## config.mk

```make
export PLATFORM = sky130hd
export DESIGN_NAME = mem_request_queue
export DESIGN_NICKNAME = d
export VERILOG_FILES = /design/src/rtl/mem_request_queue.sv
export SDC_FILE = /design/constraint.sdc
export NUM_CORES = 1
export LEC_CHECK = 0
export ABC_CLOCK_PERIOD_IN_PS = 16300
export CORE_ASPECT_RATIO = 0.5
export CORE_UTILIZATION = 57
export DETAILED_ROUTE_END_ITERATION = 8
export GPL_TIMING_DRIVEN = 0
export HOLD_SLACK_MARGIN = 0.05
export PLACE_DENSITY = 0.95
export SYNTH_ARGS = -nofsm -noshare
export SYNTH_HDL_FRONTEND = slang
export SYNTH_SLANG_ARGS = --single-unit
```

## constraint.sdc

```tcl
create_clock -name clock -period 16.3 [get_ports clock]
set_input_delay 4.075 -clock clock [delete_from_list [all_inputs] [get_ports clock]]
set_output_delay 4.075 -clock clock [all_outputs]
set_load 0.02 [all_outputs]
```

## src/rtl/mem_request_queue.sv

```systemverilog
// mem_request_queue: FIFO-buffered request sequencer in front of a main-memory port.
//   clock/reset                      : rising-edge clock, synchronous active-low reset
//   req_valid/ready/write/address/data : request push channel (req_ready = !full)
//   resp_valid/ready/write/address/data: completion channel, one per request, in order
//   mem_msg_out/address_out/data_out   : request to memory (NO_REQ / R_REQ / WB_REQ)
//   mem_msg_in/data_in                 : reply from memory (MEM_RESP with read data)
//   count                              : queued entries, excluding the one in flight
module mem_request_queue #(
  parameter int DATA_WIDTH = 32,
  parameter int ADDRESS_WIDTH = 32,
  parameter int MSG_BITS = 4,
  parameter int FIFO_DEPTH = 4
) (
  input  logic                          clock,
  input  logic                          reset,
  input  logic                          req_valid,
  input  logic                          req_write,
  input  logic [ADDRESS_WIDTH-1:0]      req_address,
  input  logic [DATA_WIDTH-1:0]         req_data,
  output logic                          req_ready,
  output logic                          resp_valid,
  output logic                          resp_write,
  output logic [ADDRESS_WIDTH-1:0]      resp_address,
  output logic [DATA_WIDTH-1:0]         resp_data,
  input  logic                          resp_ready,
  output logic [MSG_BITS-1:0]           mem_msg_out,
  output logic [ADDRESS_WIDTH-1:0]      mem_address_out,
  output logic [DATA_WIDTH-1:0]         mem_data_out,
  input  logic [MSG_BITS-1:0]           mem_msg_in,
  input  logic [DATA_WIDTH-1:0]         mem_data_in,
  output logic [$clog2(FIFO_DEPTH):0]   count
);
  localparam int AW = $clog2(FIFO_DEPTH);
  localparam logic [MSG_BITS-1:0] NO_REQ = MSG_BITS'(0);
  localparam logic [MSG_BITS-1:0] R_REQ = MSG_BITS'(1);
  localparam logic [MSG_BITS-1:0] WB_REQ = MSG_BITS'(2);
  localparam logic [MSG_BITS-1:0] MEM_RESP = MSG_BITS'(3);
  typedef enum logic [1:0] {IDLE, REQ, RESP} state_t;
  state_t state, state_next;
  logic [AW-1:0] head, tail;
  logic q_write [FIFO_DEPTH];
  logic [ADDRESS_WIDTH-1:0] q_address [FIFO_DEPTH];
  logic [DATA_WIDTH-1:0] q_data [FIFO_DEPTH];
  logic push, pop;
  logic [MSG_BITS-1:0] mem_msg_d;
  logic [ADDRESS_WIDTH-1:0] mem_address_d, resp_address_d;
  logic [DATA_WIDTH-1:0] mem_data_d, resp_data_d;
  logic resp_valid_d, resp_write_d;
  assign req_ready = reset && count != (AW+1)'(FIFO_DEPTH);
  assign push = req_valid && req_ready;
  always_comb begin
    state_next = state;
    pop = 1'b0;
    mem_msg_d = mem_msg_out;
    mem_address_d = mem_address_out;
    mem_data_d = mem_data_out;
    resp_valid_d = resp_valid;
    resp_write_d = resp_write;
    resp_address_d = resp_address;
    resp_data_d = resp_data;
    case (state)
      IDLE: begin
        pop = count != '0;
        mem_msg_d = pop ? (q_write[head] ? WB_REQ : R_REQ) : NO_REQ;
        mem_address_d = pop ? q_address[head] : '0;
        mem_data_d = pop ? q_data[head] : '0;
        state_next = pop ? REQ : IDLE;
      end
      REQ: if (mem_msg_in == MEM_RESP) begin
        // the in-flight entry lives in the held mem_* outputs
        mem_msg_d = NO_REQ;
        mem_address_d = '0;
        mem_data_d = '0;
        resp_valid_d = 1'b1;
        resp_write_d = mem_msg_out == WB_REQ;
        resp_address_d = mem_address_out;
        resp_data_d = mem_msg_out == WB_REQ ? '0 : mem_data_in;
        state_next = RESP;
      end
      RESP: if (resp_ready) begin
        resp_valid_d = 1'b0;
        state_next = IDLE;
      end
      default: state_next = IDLE;
    endcase
  end
  always_ff @(posedge clock) begin
    if (!reset) begin
      state <= IDLE;
      head <= '0;
      tail <= '0;
      count <= '0;
      mem_msg_out <= NO_REQ;
      mem_address_out <= '0;
      mem_data_out <= '0;
      resp_valid <= 1'b0;
      resp_write <= 1'b0;
      resp_address <= '0;
      resp_data <= '0;
    end else begin
      state <= state_next;
      head <= head + AW'(pop);
      tail <= tail + AW'(push);
      count <= count + (AW+1)'(push) - (AW+1)'(pop);
      mem_msg_out <= mem_msg_d;
      mem_address_out <= mem_address_d;
      mem_data_out <= mem_data_d;
      resp_valid <= resp_valid_d;
      resp_write <= resp_write_d;
      resp_address <= resp_address_d;
      resp_data <= resp_data_d;
    end
  end
  always_ff @(posedge clock) begin
    if (push) begin
      q_write[tail] <= req_write;
      q_address[tail] <= req_address;
      q_data[tail] <= req_data;
    end
  end
endmodule

```

# Word level (Yosys, flattened, before mapping)
# Memories as Yosys holds them, arrays and structs flattened. A register that Yosys moved wholly into a read port is not among the register bits.
# Cells that the tools add are included.
# word_totals
output_inout_bits,138
memories,3
mem_bits_rw,260
word_cells,58
register_bits,143
in_bits,105
# memory_table
name,words,word_bits,rd,rd_clocked_by_memory_dff,write_ports,line,rtl
q_address,4,32,1,1,1,42,logic [ADDRESS_WIDTH-1:0] q_address [FIFO_DEPTH];
q_data,4,32,1,1,1,43,logic [DATA_WIDTH-1:0] q_data [FIFO_DEPTH];
q_write,4,1,1,1,1,41,logic q_write [FIFO_DEPTH];
# classes
n_reduce_logical,10
addsub,4
n_eq_ne,7
muxes,23
# op_table
op,count
$mux W32,4
$pmux W32 S2,2
$mux W2,7
$eq A4 B2 Y1 const B,2
$pmux W4 S2,1
$mux W1,6
$pmux W2 S3,1
$reduce_and A2 Y1,3
$add A2 B1 Y2,2
$mux W4,1
$ne A2 B2 Y1 const B,2
$reduce_bool A2 Y1,2
$add A3 B1 Y3,1
$ne A3 B3 Y1 const B,1
$reduce_and A3 Y1,1
$reduce_bool A3 Y1,1
$sub A3 B1 Y3,1
$eq A2 B1 Y1 const B,1
$eq A2 B2 Y1 const B,1
$logic_and A1 B1 Y1,2
$logic_not A2 Y1,1
$pmux W1 S2,1

# Longest topological paths before layout
# Gate-level depths: netlist (run 1).
# depth
depth_word,5
mapped_depth,9
depth_no_buf,9

# Worst setup path after synthesis (run 1)
# Ideal clock, no wire load.
# synth_timing
path_kind,input to register
startpoint,in req_valid
endpoint,mem q_address[1][0] (enable)
t_required_ns,15.718
arrival_time_ns,9.082
stages,3
path_buffers,0
setup_time_ns,0.582
path_slack_ns,6.636
path_cell_list,nand2_1 -> a21o_1 -> nor3b_1
# synth_between
elab_chain_len,3
# synth_lines
item,line,rtl
start: declaration,16,"input logic req_valid,"
$logic_and A1 B1 Y1,50,assign push = req_valid && req_ready;
$mux W1,115,if (push) begin
$mux W1 (implied by the code),117,q_address[tail] <= req_address;
end: declaration,42,
# No other way between the ends.

# Worst setup path in the final report (run 1)
# layout_timing
startpoint,in reset
endpoint,out req_ready
# layout_between
elab_chain_len,1
# layout_lines
item,line,rtl
start: declaration,15,"input logic reset,"
$logic_and A1 B1 Y1,49,assign req_ready = reset && count != (AW+1)'(FIFO_DEPTH);
end: declaration,20,"output logic req_ready,"
# No other way between the ends.

==> results of run 1 <==
-- kinds of logic (layout without fill, tap and decap cells) --
kind of cell,count (synthesis),count (layout),share of synthesized area [%]
flip-flops,401,401,73.0
AO/OA/AOI/OAI,204,204,9.94
AND/OR/NAND/NOR,93,93,3.71
buffers and inverters,77,401,2.61
multiplexers,65,65,10.1
adder cells (fa/ha/maj),5,5,0.481
XOR/XNOR,3,3,0.180
other,1,6,0.0258
-- sequential cells by signal, indices dropped and copies added (netlist names) --
signal,count
q_address,128
q_data,128
mem_address_out,32
mem_data_out,32
resp_address,32
resp_data,32
q_write,4
count,3
head,2
mem_msg_out,2
state,2
tail,2
resp_valid,1
resp_write,1
-- worst paths after layout --
kind,to,slack [ps],from,cells after the start
worst max-delay path,req_ready,5840,reset,5
worst min-delay path,resp_data[7],470,resp_data[7],2
worst max register to register,count[2],13800,count[2],9
worst min register to register,resp_data[7],470,resp_data[7],2
-- cells in the final DEF (no fill, tap or decap), drive strengths merged, types with 5 or more instances in the layout --
cell type / synthesis / layout
mux4: 65 / 65
o21ai: 66 / 66
clkbuf: 33 / 83
a21boi: 66 / 66
clkdlybuf4s50: 0 / 240
and2: 8 / 8
nor2: 5 / 5
nand4: 32 / 32
dfxtp: 141 / 141
inv: 7 / 9
buf: 37 / 59
clkinv: 0 / 6
a22o: 66 / 66
nand3: 32 / 32
edfxtp: 260 / 260
-- tightest hold or removal path: stages, from the launching register on --
cell,delay [ps]
sky130_fd_sc_hd__dfxtp_1,310
sky130_fd_sc_hd__o21ai_0,60
sky130_fd_sc_hd__a21boi_1,60
-- per-stage QoR --
stage,hold WS (ps),cells
final,475,1514
after global routing,505,1513
after CTS,473,1510
after detailed placement,463,1448
after global placement,455,1426
after floorplan,548,850
-- routing by layer --
metal	vias to the layer above	GRT usage [%]	wire [um]
li1	3979	-	-
met1	4755	37.5	14700
met2	683	53.3	20000
met3	145	5.75	3440
met4	0	12.5	1780
met5	-	0	0
-- cell type report --
cell class / instances / area share (%)
timing repair buffer: 262 / 14.2
tap: 336 / 2.23
clock buffer: 50 / 5.39
clock inverter: 12 / 0.809
inverter: 7 / 0.139
buffer: 70 / 1.88
antenna: 4 / 0.0531
multi-input combinational: 372 / 19.0
sequential: 401 / 56.3
-- power by group through the flow --
stage	Clock [W]	Combinational, W	Sequential, W
floorplan	0	0.000314	0.00130
global placement	0	0.000611	0.00125
detailed placement	0	0.000646	0.00125
CTS	0.000861	0.000662	0.00123
global route	0.000903	0.000697	0.00124
finish	0.000858	0.000664	0.00124
==> summary.md, run 1 <==
| Metric | Value |
|---|---|
| Run status | finished, final reports clean |
| Quantity of hold-fixing buffers added after cts | 0 |
| Number of remaining DRC errors | 0 |
| Critical Path, Cell by Cell | clkdlybuf4s50_1 > clkbuf_1 > clkbuf_1 > a21boi_1 > clkdlybuf4s50_1 |
| Core ar. | 24,500 sq um |
| Final period demand of the worst path | 10,460 ps |
| Overflow left after global routing | 0 |
| Clock Sinks | 401 |
| Total wire length after detailed routing | 40,000 um |
| Part of the power in the clock network | 31.1% |
| Most used flip-flop cell after synthesis | sky130_fd_sc_hd__edfxtp_1 |
| Required time at the worst-slack endpoint | 12,230 ps |
| Cell accounting for the most synthesized area | sky130_fd_sc_hd__edfxtp_1 |
| Area used by multi-input combinational logic | 3580 sq um |
| Number of synthesized register bits | 401 |
| Number of hold violations in the final report | 0 |
| Accumulated negative setup slack | 0 ps |
| Area delta synth->final | 29.6% |
| Max-cap violations | 0 |
| Layout cells sized above 1 | 15.2% |
| Slowest-stage cell, CP | sky130_fd_sc_hd__clkdlybuf4s50_1 |
| Register area share after synthesis | 73.0% |
| Fin Clk Skew | 17.7 ps |
| Deepest clock path buffer count | 3 |
| Share of total power in combinational logic | 24.1% |
| Sum of buffers and inverters on the critical path | 4 |
| Total area of sequential cells | 10,600 sq um |
| Height of the die | 115 um |
| Vias in the first global route | 9,501 |
| CP delay by family, top | buffers and inverters |
| Fill count | 1,294 |
| Arrival time reported for the critical path endpoint | 6380 ps |
| Largest cells by area after synthesis | sky130_fd_sc_hd__edfxtp_1 (54%), sky130_fd_sc_hd__dfxtp_1 (19%), sky130_fd_sc_hd__mux4_2 (10%) |
| Final design area excluding fillers | 18,900 sq um |
| Pins over their slew limit | 0 |
| Overall die area | 26,200 sq um |
| Total design power | 0.00276 W |
| Largest net degree at the start of global routing | 38 |
| Placed cell area | 17,700 sq um |
| Internal power consumption | 0.00196 W |
| Net switching power figure | 0.000799 W |
| Total number of H-tree levels | 2 |
| # Post-CTS Setup Buffers | 0 |
| Initial DRT Pass Iterations | 6 |
| Count of buffers inserted at the top-level ports | 240 |
| Final estimated routing congestion in global placement | 0.915 |
| Kind of end point of the critical path | primary output |
| Worst setup slack after placement | 5810 ps |
| Least-Margin Pin Slew | 754 ps |
| Fraction of post-synthesis cell area in the top cell type by area | 53.6% |
| Most used standard cell by instance count after synthesis | sky130_fd_sc_hd__edfxtp_1 |
| Gr usage total | 30.2% |
| Warnings, synthesis | 0 |
| Placed wire-length estimate | 25,500 um |
| Initial antenna violation count | 3 |
| Setup repair after global routing missed its margin | false |
| Leakage power | 6.31 nW |
| Number of synthesized flops with an enable pin | 260 |
| DRT antenna net count | 0 |
| Final setup margin | 5840 ps |
| Synthesized instance count | 849 |
| Peak VDD IR | 0.0778 mV |
| IO Pins | 243 |
| Startpoint type of the worst setup path | input pin |
| Seq pwr share | 44.8% |
| Cell area after synthesis | 14,600 sq um |
| Wire length of the first global-routing pass | 58,700 um |
| Clk pin slew, worst setup/hold paths | 70 ps |
| Final clock period utilization by the worst path | 64.2% |
| # resized after CTS | 0 |
| DRC marker count from the first detailed-route iteration | 982 |
| Number of vias after detailed routing | 9,562 |
| Via/cell ratio | 6.32 |
| CTS tree | yes |
| Core Rows | 40 |
| Worst slew margin | 49.7% |
| Initial Util | 59.4% |
| Setup violators final | 0 |
| Commonest cells post-synth | sky130_fd_sc_hd__edfxtp_1 (260), sky130_fd_sc_hd__dfxtp_1 (141), sky130_fd_sc_hd__a21boi_1 (66), sky130_fd_sc_hd__a22o_1 (66), sky130_fd_sc_hd__mux4_2 (65) |
| Fraction of registers with async set/reset | 0% |
| Routed WL per cell | 26.4 um |
| Number of unique standard cell types used by synthesis | 34 |
| Width of the die | 228 um |
| Path category of the worst min-delay check | register to register |
| CTS Buf Count | 34 |
| Slowest Stage Delay on Critical Path | 650 ps |
| Cell at the root of the clock tree | sky130_fd_sc_hd__clkbuf_16 |
| Number of nets in the finished design | 1,258 |
| Power Dens Cells | 146 nW/um^2 |
| Sw Ratio | 29.0% |
| Achievable clock frequency | 0.0956 GHz |
| Latest clock arrival within the worst-skew pair | 520 ps |
| Max Fanout on Critical Path | 10 |
| Core utilization of the finished layout | 76.9% |
| Mean area per synthesized cell | 17.2 sq um |
| Classification of the worst setup path | input pin to primary output |
(Power assumes the default switching activity.)
==> run 2: changes to the inputs <==
==> config.mk (replaced) <==
export PLATFORM = sky130hd
export DESIGN_NAME = mem_request_queue
export DESIGN_NICKNAME = d
export VERILOG_FILES = /design/src/rtl/mem_request_queue.sv
export SDC_FILE = /design/constraint.sdc
export NUM_CORES = 1
export LEC_CHECK = 0
export ABC_CLOCK_PERIOD_IN_PS = 8700
export CORE_ASPECT_RATIO = 0.5
export CORE_UTILIZATION = 48
export DETAILED_ROUTE_END_ITERATION = 8
export GPL_TIMING_DRIVEN = 0
export HOLD_SLACK_MARGIN = 0.05
export PLACE_DENSITY = 0.87
export SYNTH_ARGS = -nofsm -noshare
export SYNTH_HDL_FRONTEND = slang
export SYNTH_SLANG_ARGS = --single-unit
==> constraint.sdc (replaced) <==
create_clock -name clock -period 8.7 [get_ports clock]
set_input_delay 2.175 -clock clock [delete_from_list [all_inputs] [get_ports clock]]
set_output_delay 2.175 -clock clock [all_outputs]
set_load 0.02 [all_outputs]
==> run 2 against run 1 <==
  * Via count down 1.8%
  * Largest cell class unchanged
  * Cell count up 3.6%
  * Sequential cell count unchanged
  * Power up 90%
  * Critical path depth unchanged
  * Combinational power up 85%
  * Core utilization down 12 points
  * Die area up 18%
  * Cell area up 0.75%
  * First-iteration DRC count down 5.4%
  * Clock skew up 5.5 ps
  * Clock power up 97%
==> summary.md, run 2 (same netlist as run 1, synthesis figures left out) <==
| Metric | Value |
|---|---|
| Worst slew margin | 50.5% |
| Max-cap violations | 0 |
| Kind of end point of the critical path | primary output |
| Final period demand of the worst path | 6720 ps |
| Core ar. | 29,400 sq um |
| Largest net degree at the start of global routing | 56 |
| Commonest cells after routing, fill and taps aside | sky130_fd_sc_hd__edfxtp_1 (260), sky130_fd_sc_hd__clkdlybuf4s50_1 (240), sky130_fd_sc_hd__dfxtp_1 (141) |
| Gr usage total | 25.2% |
| Latest clock arrival within the worst-skew pair | 540 ps |
| Required time at the worst-slack endpoint | 6530 ps |
| Placed cell area | 17,700 sq um |
| Max Fanout on Critical Path | 10 |
| Fill count | 1,898 |
| Critical Path, Cell by Cell | clkdlybuf4s50_1 > clkbuf_1 > clkbuf_1 > a21boi_1 > clkdlybuf4s50_1 |
| Final setup margin | 1980 ps |
| Arrival time reported for the critical path endpoint | 4540 ps |
| Layout cells sized above 1 | 15.6% |
| Tightest hold margin | 474 ps |
| Routed WL per cell | 25.1 um |
| Initial Util | 49.5% |
| Highest-utilization routing layer at the global route stage | met2 |
| Pins over their slew limit | 0 |
| IO Pins | 243 |
| Final design area excluding fillers | 19,000 sq um |
| DRT antenna net count | 0 |
| Cell at the root of the clock tree | sky130_fd_sc_hd__clkbuf_16 |
| Width of the die | 248 um |
| Leakage power | 6.33 nW |
| Clk pin slew, worst setup/hold paths | 60 ps |
| Peak VDD IR | 0.133 mV |
| Overall die area | 31,100 sq um |
| Leading cell type in the layout, fill and taps excluded | sky130_fd_sc_hd__edfxtp_1 |
| DRC marker count from the first detailed-route iteration | 929 |
| Via/cell ratio | 5.99 |
| # resized after CTS | 0 |
| Total number of H-tree levels | 2 |
| Number of nets in the finished design | 1,259 |
| Registers with the highest flip-flop counts | q_address x128, q_data x128 |
| Slowest-stage cell, CP | sky130_fd_sc_hd__clkdlybuf4s50_1 |
| Number of vias after detailed routing | 9,393 |
| Slowest Stage Delay on Critical Path | 680 ps |
| Final clock period utilization by the worst path | 77.2% |
| Run status | finished, final reports clean |
| Path category of the worst min-delay check | register to register |
| Height of the die | 125 um |
| Met1 track utilization from global routing | 30.8% |
| Power Dens Cells | 275 nW/um^2 |
| Deepest clock path buffer count | 3 |
| Final estimated routing congestion in global placement | 0.874 |
| Core utilization of the finished layout | 64.7% |
| Startpoint type of the worst setup path | input pin |
| Setup violators final | 0 |
| Worst setup slack after placement | 1950 ps |
| Total wire length after detailed routing | 39,300 um |
| Count of buffers inserted at the top-level ports | 240 |
| CTS tree | yes |
| Number of remaining DRC errors | 0 |
| Total design power | 0.00523 W |
| Achievable clock frequency | 0.149 GHz |
| Initial antenna violation count | 2 |
| CTS Buf Count | 35 |
| # Post-CTS Setup Buffers | 0 |
| Wire length of the first global-routing pass | 58,200 um |
| Classification of the worst setup path | input pin to primary output |
| Overflow left after global routing | 0 |
| Quantity of hold-fixing buffers added after cts | 0 |
| Area delta synth->final | 30.5% |
| Fin Clk Skew | 23.2 ps |
| Number of hold violations in the final report | 0 |
| Least-Margin Pin Slew | 742 ps |
| Initial DRT Pass Iterations | 6 |
| Met2 capacity usage during global routing | 42.9% |
| Vias in the first global route | 9,498 |
| Setup repair after global routing missed its margin | false |
| Core Rows | 44 |
| Routing usage on met3 | 4.89% |
| Clock Sinks | 401 |
| Placed wire-length estimate | 25,900 um |
## run 2: report_power, final
group	switching, W	internal [W]
Combinational	0.000662	0.000567
Clock	0.000714	0.000974
Sequential	0.000127	0.00219
## run 2: area by class of cell
type / instances / area, sq um / area share (%)
Buffer: 70 / 354 / 1.86
Timing Repair Buffer: 262 / 2670 / 14.1
Clock inverter: 20 / 295 / 1.55
Sequential cell: 401 / 10600 / 55.9
Inverter: 7 / 26.3 / 0.138
Antenna cell: 3 / 7.51 / 0.0395
Clock buffer: 43 / 957 / 5.04
Multi-Input combinational cell: 372 / 3580 / 18.8
Tap cell: 391 / 489 / 2.57
## run 2: path summary, 6_finish.rpt
kind                 start            end  slack, ps  cells after the start
min reg2reg  resp_data[18]  resp_data[18]        470                      2
max reg2reg       count[2]       count[2]       6220                      9
min          resp_data[18]  resp_data[18]        470                      2
max                  reset      req_ready       1980                      5
## run 2: metrics by stage
step	instances	setup TNS [ps]
floorplan	850	0
global placement	1481	-660560
detailed placement	1503	0
CTS	1566	0
global route	1568	0
finish	1569	0
## run 2: routing by layer
metal  part of all wire [%]  vias to the layer above
li1                       -                     3989
met1                     37                     4750
met2                     51                      535
met3                    7.4                      119
met4                    4.6                        0
met5                      0                        -
## run 2: critical path: cells and delay by family
family | cells | cell delay, ps
compound gates | 1 | 210
buf+inv | 4 | 2140
